File: config.mk
export PLATFORM = sky130hd
export DESIGN_NAME = network_mac_pipe
export DESIGN_NICKNAME = d
export VERILOG_FILES = /design/src/rtl/network_mac_pkg.sv /design/src/rtl/network_mac_lane.sv /design/src/rtl/network_mac_pipe.sv
export SDC_FILE = /design/constraint.sdc
export NUM_CORES = 1
export LEC_CHECK = 0
export ABC_CLOCK_PERIOD_IN_PS = 8360
export CORE_MARGIN = 2
export CORE_UTILIZATION = 50
export CTS_BUF_LIST = sky130_fd_sc_hd__clkbuf_4
export DETAILED_ROUTE_END_ITERATION = 6
export GPL_ROUTABILITY_DRIVEN = 0
export PLACE_DENSITY = 0.72
export SLEW_MARGIN = 20
export SYNTH_ARGS = -nofsm -noshare
export SYNTH_HDL_FRONTEND = slang
export SYNTH_SLANG_ARGS = --single-unit
File: constraint.sdc
create_clock -name clk -period 8.36 [get_ports clk]
set_clock_uncertainty 0.15 [all_clocks]
set_input_delay 2.09 -clock clk [delete_from_list [all_inputs] [get_ports clk]]
set_output_delay 2.09 -clock clk [all_outputs]
set_load 0.02 [all_outputs]
File: src/rtl/network_mac_pkg.sv
`default_nettype none
// ============================================================================
// Module      : network_mac_pkg
// Description : Shared widths and arithmetic helpers for the multi-lane
//               multiply-accumulate pipe (accumulator sizing, rounding
//               constant, signed saturation).
// Revision    : 1.0 - initial release
// ============================================================================
package network_mac_pkg;

    // Working width for the rounding/saturation path. It must exceed the
    // widest accumulator plus one carry bit for any supported configuration.
    localparam int c_MAXW = 128;

    typedef logic signed [c_MAXW-1:0] wide_t;

    // Accumulator width: full product width (a signed, b extended by one bit)
    // plus guard bits for long dot products.
    function automatic int acc_w(input int a_w, input int b_w, input int guard);
        return a_w + b_w + 1 + guard;
    endfunction

    // Half-LSB of the post-shift result; adding it before an arithmetic right
    // shift rounds half toward +inf. No rounding when nothing is shifted out.
    function automatic wide_t round_const(input int shift);
        wide_t v;
        v = '0;
        if (shift > 0) begin
            v = wide_t'(1) <<< (shift - 1);
        end
        return v;
    endfunction

    // Clamp a signed value into out_w signed bits.
    // Returns {sat_flag, value_or_limit}; the caller keeps the low out_w bits.
    function automatic logic [c_MAXW:0] sat_signed(input wide_t value, input int out_w);
        wide_t hi;
        wide_t lo;
        hi = (wide_t'(1) <<< (out_w - 1)) - wide_t'(1);
        lo = ~hi;
        if (value > hi) begin
            return {1'b1, hi};
        end else if (value < lo) begin
            return {1'b1, lo};
        end
        return {1'b0, value};
    endfunction

endpackage
`default_nettype wire

File: src/rtl/network_mac_lane.sv
`default_nettype none
// ============================================================================
// Module      : network_mac_lane
// Description : One MAC lane: input register, (optionally pipelined) signed
//               multiply, wrapping accumulator, round and saturate output
//               register. Control (valid/last/first) comes from the top.
// Ports       : clk, rst         clock, async active-high reset
//               i_en             pipe advance enable (hold on 0)
//               i_a, i_b         activation (signed), weight
//               i_acc_vld        a valid product reaches the accumulator
//               i_acc_first      that product starts a new sum
//               i_acc_done       accumulator holds a finished sum
//               o_data, o_sat    rounded/saturated result and clamp flag
// Revision    : 1.0 - initial release
// ============================================================================
module network_mac_lane
    import network_mac_pkg::*;
#(
    parameter int A_W       = 16,
    parameter int B_W       = 11,
    parameter int B_SIGNED  = 0,
    parameter int ACC_GUARD = 8,
    parameter int SHIFT     = 10,
    parameter int OUT_W     = 16,
    parameter int STAGES    = 3
) (
    input  logic             clk,
    input  logic             rst,
    input  logic             i_en,
    input  logic [A_W-1:0]   i_a,
    input  logic [B_W-1:0]   i_b,
    input  logic             i_acc_vld,
    input  logic             i_acc_first,
    input  logic             i_acc_done,
    output logic [OUT_W-1:0] o_data,
    output logic             o_sat
);

    localparam int    c_PW    = A_W + B_W + 1;
    localparam int    c_ACC_W = acc_w(A_W, B_W, ACC_GUARD);
    localparam wide_t c_RND   = round_const(SHIFT);

    typedef logic signed [c_PW-1:0]    prod_t;
    typedef logic signed [c_ACC_W-1:0] acc_t;

    logic signed [A_W-1:0] r_a;
    logic [B_W-1:0]        r_b;
    logic signed [B_W:0]   w_b_ext;
    prod_t                 w_prod;
    prod_t                 w_p_acc;
    acc_t                  r_acc;
    acc_t                  w_p_ext;
    wide_t                 w_sum;
    wide_t                 w_shr;
    logic [c_MAXW:0]       w_sat;
    logic                  w_unused;

    // Stage 1: operand capture.
    always_ff @(posedge clk or posedge rst) begin
        if (rst) begin
            r_a <= '0;
            r_b <= '0;
        end else if (i_en) begin
            r_a <= i_a;
            r_b <= i_b;
        end
    end

    // One extra bit on b lets an unsigned weight ride through a signed multiply.
    assign w_b_ext = (B_SIGNED != 0) ? {r_b[B_W-1], r_b} : {1'b0, r_b};
    assign w_prod  = prod_t'(r_a) * prod_t'(w_b_ext);

    // Stages beyond three are spent as product registers ahead of the accumulator.
    generate
        if (STAGES > 3) begin : g_mul_pipe
            prod_t r_p [STAGES-3];
            always_ff @(posedge clk or posedge rst) begin
                if (rst) begin
                    for (int i = 0; i < STAGES - 3; i++) begin
                        r_p[i] <= '0;
                    end
                end else if (i_en) begin
                    r_p[0] <= w_prod;
                    for (int i = 1; i < STAGES - 3; i++) begin
                        r_p[i] <= r_p[i-1];
                    end
                end
            end
            assign w_p_acc = r_p[STAGES-4];
        end else begin : g_mul_comb
            assign w_p_acc = w_prod;
        end
    endgenerate

    assign w_p_ext = acc_t'(w_p_acc);

    // Accumulator wraps modulo 2^c_ACC_W; bubbles leave it untouched.
    always_ff @(posedge clk or posedge rst) begin
        if (rst) begin
            r_acc <= '0;
        end else if (i_en && i_acc_vld) begin
            r_acc <= i_acc_first ? w_p_ext : r_acc + w_p_ext;
        end
    end

    // Round in a wider domain so the rounding add cannot overflow.
    assign w_sum    = wide_t'(r_acc) + c_RND;
    assign w_shr    = w_sum >>> SHIFT;
    assign w_sat    = sat_signed(w_shr, OUT_W);
    assign w_unused = ^w_sat[c_MAXW-1:OUT_W];

    // Output register: loads a finished sum, otherwise clears when advancing.
    always_ff @(posedge clk or posedge rst) begin
        if (rst) begin
            o_data <= '0;
            o_sat  <= 1'b0;
        end else if (i_en) begin
            o_data <= i_acc_done ? w_sat[OUT_W-1:0] : '0;
            o_sat  <= i_acc_done & w_sat[c_MAXW];
        end
    end

endmodule
`default_nettype wire

File: src/rtl/network_mac_pipe.sv
`default_nettype none
// ============================================================================
// Module      : network_mac_pipe
// Description : LANES-wide pipelined multiply-accumulate with valid/ready
//               flow control. Holds the shared valid/last shift register,
//               the start-of-sum flag and the output handshake; per-lane
//               arithmetic lives in network_mac_lane.
// Ports       : clk, reset               clock, async active-high reset
//               in_valid/in_ready/in_last input beat handshake, end of sum
//               in_a, in_b                packed per-lane operands
//               out_valid/out_ready       result handshake
//               out_data, out_sat         packed results, per-lane clamp flags
// Revision    : 1.0 - initial release
// ============================================================================
module network_mac_pipe
    import network_mac_pkg::*;
#(
    parameter int LANES     = 1,
    parameter int A_W       = 16,
    parameter int B_W       = 11,
    parameter int B_SIGNED  = 0,
    parameter int ACC_GUARD = 8,
    parameter int SHIFT     = 10,
    parameter int OUT_W     = 16,
    parameter int STAGES    = 3
) (
    input  logic                   clk,
    input  logic                   reset,
    input  logic                   in_valid,
    output logic                   in_ready,
    input  logic                   in_last,
    input  logic [LANES*A_W-1:0]   in_a,
    input  logic [LANES*B_W-1:0]   in_b,
    output logic                   out_valid,
    input  logic                   out_ready,
    output logic [LANES*OUT_W-1:0] out_data,
    output logic [LANES-1:0]       out_sat
);

    // Valid/last travel alongside the operand and product registers that sit
    // in front of the accumulator: stage 1 plus STAGES-3 product stages.
    localparam int c_PRE = STAGES - 2;

    logic w_en;
    logic r_vld  [c_PRE];
    logic r_last [c_PRE];
    logic w_acc_vld;
    logic w_acc_last;
    logic r_acc_first;
    logic r_acc_done;
    logic r_out_valid;

    // Whole-pipe stall: nothing moves while a result waits for downstream.
    assign w_en      = ~r_out_valid | out_ready;
    assign in_ready  = w_en;
    assign out_valid = r_out_valid;

    always_ff @(posedge clk or posedge reset) begin
        if (reset) begin
            for (int i = 0; i < c_PRE; i++) begin
                r_vld[i]  <= 1'b0;
                r_last[i] <= 1'b0;
            end
        end else if (w_en) begin
            r_vld[0]  <= in_valid;
            r_last[0] <= in_last;
            for (int i = 1; i < c_PRE; i++) begin
                r_vld[i]  <= r_vld[i-1];
                r_last[i] <= r_last[i-1];
            end
        end
    end

    assign w_acc_vld  = r_vld[c_PRE-1];
    assign w_acc_last = r_last[c_PRE-1];

    // r_acc_first marks that the next valid product opens a new sum;
    // r_acc_done marks that the accumulator now holds a closed sum.
    always_ff @(posedge clk or posedge reset) begin
        if (reset) begin
            r_acc_first <= 1'b1;
            r_acc_done  <= 1'b0;
            r_out_valid <= 1'b0;
        end else if (w_en) begin
            if (w_acc_vld) begin
                r_acc_first <= w_acc_last;
            end
            r_acc_done  <= w_acc_vld & w_acc_last;
            r_out_valid <= r_acc_done;
        end
    end

    generate
        for (genvar g = 0; g < LANES; g++) begin : g_lane
            network_mac_lane #(
                .A_W       (A_W),
                .B_W       (B_W),
                .B_SIGNED  (B_SIGNED),
                .ACC_GUARD (ACC_GUARD),
                .SHIFT     (SHIFT),
                .OUT_W     (OUT_W),
                .STAGES    (STAGES)
            ) u_lane (
                .clk         (clk),
                .rst         (reset),
                .i_en        (w_en),
                .i_a         (in_a[g*A_W +: A_W]),
                .i_b         (in_b[g*B_W +: B_W]),
                .i_acc_vld   (w_acc_vld),
                .i_acc_first (r_acc_first),
                .i_acc_done  (r_acc_done),
                .o_data      (out_data[g*OUT_W +: OUT_W]),
                .o_sat       (out_sat[g])
            );
        end
    endgenerate

endmodule
`default_nettype wire
Word-level counts from Yosys, hierarchy flattened --
Index checks and enable logic that the tools add are counted. Widths: inputs -> output; s select.
Storage, ports and cells: output and inout bits 19, register bits 85, input port bits 32
Operators by class: bitwise logic cells 4, $add $sub $neg 2, magnitude comparators 2, multiply operators 1, reduce and logical (&&, ||, !) cells 2, mux-type cells 7
Operators with widths (number):
- $mux 129 | 3
- $add 36x11->37 const B | 1
- $add 36x28->36 | 1
- $mux 36 | 1
- $mul 16x12->28 | 1
- $gt 27x16->1 const B | 1
- $lt 27x16->1 const B | 1
- $mux 16 | 1
- $and 1x1->1 | 2
- $mux 1 | 2
- $reduce_and 2->1 | 1
- $logic_and 1x1->1 | 1
- $not 1->1 | 1
- $or 1x1->1 | 1

Logic depth before layout (Yosys ltp) --
depth after elaboration 6, depth in mapped cells 32, gate-level depth less buffers 30

By module --
From an unflattened synthesis, not the netlist that was laid out.
Second synthesis, totals: cell total of the unflattened synthesis 1439, area total of the unflattened synthesis 12469.5 um^2
By module, submodules not included:
- network_mac_lane | cells each 1423, instances 1, area an instance 12253.0 um^2
- network_mac_pipe | cells each 16, instances 1, area an instance 216.5 um^2

Least setup slack after synthesis --
Ideal clock, no wire load.
path type register to register, from register g_lane[0].u_lane.r_b[8], to register g_lane[0].u_lane.r_acc[35], buffers on the path 2, cell stages (with the launch flop) 29, arrival 7.363 ns, setup slack 0.723 ns, required time 8.085 ns, library setup time 0.125 ns, path through dfrtp_1 clkbuf_1 clkbuf_1 nand2_1 fa_1 inv_1 fa_1 fa_1 fa_1 inv_1 fa_1 inv_1 ha_1 a21oi_1 o211ai_1 a2111oi_0 o21ai_1 a311oi_2 nor4b_1 nor3_2 inv_1 ha_1 a21oi_1 and2_1 nand2_1 a31o_1 a311o_1 mux2_2 a2bb2oi_1
On the way: word-level cells in the longest chain between the ends 3
RTL lines:
- start: declaration | RTL line network_mac_lane.sv:47 | logic [B_W-1:0] r_b;
- start signal: assignment | RTL line network_mac_lane.sv:65 | r_b <= i_b;
- $mul 16x12->28 (*) | RTL line network_mac_lane.sv:71 | assign w_prod = prod_t'(r_a) * prod_t'(w_b_ext);
- $add 36x28->36 | RTL line network_mac_lane.sv:102 | r_acc <= i_acc_first ? w_p_ext : r_acc + w_p_ext;
- $mux 36 (*) | RTL line network_mac_lane.sv:102
- end signal: assignment | RTL line network_mac_lane.sv:102
- end: declaration | RTL line network_mac_lane.sv:51 | acc_t r_acc;
Every way passes the cells marked *; elsewhere a longest branch is shown, timed or not. A chain may end at the register's enable or synchronous reset.

Final worst setup path --
from register g_lane[0].u_lane.r_b[3], to register g_lane[0].u_lane.r_acc[35]
Same word-level chain as after synthesis.

==> impl_results.md <==
* DR iter-0 viols at a little under 700
* Sequential share of the synthesized area at roughly 17%
* Primary FF master, synth: dfrtp_1
* Number of flops mapped to enable cells by yosys at 0
* CP peak stage delay at between 0.5 and 0.6 ns
* Crit-path leading delay family: adder cells
* CP max-delay cell: dfrtp_1
* FF-to-FF path depth at 27
* Num Clock Sinks at 85
* Initial core utilization at 50.5%
* Row count at 58
* Worst min-delay path startpoint: g_lane[0].u_lane.o_data[0]
* Grt ovf at 0
* Seq cells post-synth at 85
* Antenna-violating nets left at 0
* Unique masters post-synth at 73
* # setup viols final at 0
* Vias per inst at 5.43
* Hold endpoint: g_lane[0].u_lane.o_data[0]
* Die Span Y at 163 um
* Layout cells sized above 1 at under 10%
* Most used cell along the critical path: fa_1
* Global router's overall resource usage at ~23%
* RR Startpoint: g_lane[0].u_lane.r_b[3]
* Setup ws final at 0.403 ns
* Critical Path End Type: flip-flop
* CTS H-tree lvls at 3
* Reg2Reg Setup Slack at 0.40 ns
* Largest cells by area after synthesis: fa_1 (26%), dfrtp_1 (17%), ha_1 (10%), nand2_1 (9.2%), inv_1 (7.0%)
* Synthesis-to-finish area growth at 7.91%
* Die X at between 150 and 200 um
* Max Cap Viol at 0
* Clock-pin slew on the worst setup and hold paths at about 0.19 ns
* Vias at 10,200
* Final WL at ~28,000 um
* Post-DP HPWL at approximately 23,000 um
* Crit path DAT at 8.23 ns
* Period utilization at 95.2%
* Number of port buffers at 50
* First-pass iteration count of the detailed router at 5
* CTS tree: built
* Setup TNS at 0 ns
* Commonest non-fill, non-tap cell in the layout: nand2_1
* Clk Latency, worst-skew pair at 0.51 ns
* RSZ-0062 raised after global routing: false
* Routed wire per std cell at 15.1 um
* Core area at roughly 25,000 sq um
* Post-Synth Adder-Cell Area at 35.7%
* Post-synthesis mux area share at less than 1%
* IO Pins at between 50 and 60
* WS Path Type: flip-flop to flip-flop
* Die area at 26,500 sq um
* Largest net degree at the start of global routing at 69
* Yosys warns at 0
* Final Core Density at 54.5%
* Share of the synthesized area in the top cell type at 25.7%
* Startpoint Class: flip-flop
* Area leader, netlist: fa_1
* Worst-margin pin slew at 0.941 ns
* Compound-Gate Fraction of Synth Area at around 14%
* Max Slew Vio Count at 0
* Antenna violations before repair at 1
* Post-synthesis cell area at 12,600 sq um
* Levels on crit path at 27
* Synth Area in Simple Gates at 18.1%
* Main combinational cell family by area after synthesis: adder cells
* Tmin final at 7.96 ns
* XOR/XNOR share of the synthesized area at 5.14%
* Vias in the first global route at about 10,000
* Cell count after synthesis at 1,526
* Rel. slew slack at 37.3%
* CP bufs+invs at 5
* CP Max Fanout at 10
* Final Hold Vio Count at 0
* Status: finished, final reports clean
* R2r endpoint: g_lane[0].u_lane.r_acc[35]
* DR DRC count at 0
* Syn_nets at 1,821
* CTS Root Cell: clkbuf_4
* Hold Crit Class: flip-flop to flip-flop
* Asr flop ratio synth at between 90% and 100%
* WHS at around 0.36 ns
* Place WS at 0.119 ns
* Commonest non-fill, non-tap cells in the layout: nand2_1 (309), inv_1 (234), fa_1 (162)
* Required @ worst endpoint at 8.63 ns
* NumNets Final at 1,832
* Post-Syn Area per Cell at 8.27 sq um
* Hold path depth at 2
* Filler Cell Count at around 2,400
* Num CTS Buffers at 9
* First-pass GRT wire length at approximately 50,000 um
* F_max at ~130 MHz
* Clock buffer depth at 2
-- state kept, by name, indices dropped and copies added, names as in the netlist --
signal / count
r_acc_done: 1
g_lane.u_lane.r_acc: 36
g_lane.u_lane.r_a: 16
out_valid: 1
r_vld: 1
g_lane.u_lane.o_sat: 1
g_lane.u_lane.r_b: 11
g_lane.u_lane.o_data: 16
r_acc_first: 1
r_last: 1
-- how the worst max path moves through the flow --
stage                       startpoint                          to  slack [ns]
2_1_floorplan  g_lane[0].u_lane.r_b[8]  g_lane[0].u_lane.r_acc[35]        0.72
3_3_place_gp   g_lane[0].u_lane.r_b[8]  g_lane[0].u_lane.r_acc[33]        0.37
3_5_place_dp   g_lane[0].u_lane.r_b[8]  g_lane[0].u_lane.r_acc[33]        0.12
4_1_cts        g_lane[0].u_lane.r_b[8]  g_lane[0].u_lane.r_acc[33]        0.08
5_1_grt        g_lane[0].u_lane.r_b[8]  g_lane[0].u_lane.r_acc[35]       0.006
6_report       g_lane[0].u_lane.r_b[3]  g_lane[0].u_lane.r_acc[35]        0.40
-- tightest hold or removal path, stage by stage, from the launching register on --
cell,delay (ns)
dfrtp_1,0.38
nand2_1,0.05
o21ai_0,0.06
-- cell type report --
type / instances / area (sq um) / area share [%]
inverters: 238 / 895 / 6.57
flip-flops and latches: 85 / 2150 / 15.8
repair buffers: 74 / 681 / 5.00
clock buffers: 9 / 67.6 / 0.496
clock inverters: 7 / 86.3 / 0.634
multi-input cells: 1129 / 9320 / 68.5
well taps: 330 / 413 / 3.03
diodes: 1 / 2.50 / 0.0184
-- routing by layer --
metal	global-route usage, %	up-vias	routed length (um)
met5	0	-	0
met4	6.48	0	646
met3	2.90	47	1100
met2	39.4	217	14200
met1	30.0	5000	12400
li1	-	4915	-
-- metrics by stage --
| step | instance area (sq um) | std cells |
|---|---|---|
| after CTS | 13500 | 1864 |
| after global routing | 13600 | 1873 |
| after floorplan | 12600 | 1526 |
| after global placement | 13400 | 1848 |
| after detailed placement | 13400 | 1848 |
| final | 13600 | 1873 |
-- cell usage after synthesis, types with 20 or more instances --
| cell type | instances |
|---|---|
| nand2_1 | 309 |
| inv_1 | 236 |
| fa_1 | 162 |
| ha_1 | 101 |
| dfrtp_1 | 84 |
| a21oi_1 | 78 |
| o21ai_0 | 69 |
| clkbuf_1 | 66 |
| and2_1 | 64 |
| nor2_1 | 53 |
| xnor2_1 | 47 |
| xor2_1 | 27 |
| a21o_1 | 25 |
| nand3_1 | 20 |
-- cell families (layout without fill, tap and decap cells) --
logic type / Yosys count / count (layout)
other cells: 0 / 1
fa+ha+maj: 263 / 263
flops: 85 / 85
buf+inv: 312 / 328
xor+xnor: 74 / 74
compound gates: 273 / 273
mux: 10 / 10
simple gates: 509 / 509
-- repair_timing --
action | in CTS | in global routing
buffers inserted | 0 | 8
hold buffers | 0 | 0
setup endpoints to repair | 0 | 7
resized for setup | 0 | 16
Power is left out: the tool's default activity adds up to more than one toggle a clock period on the data nets, which glitch-free logic cannot reach.
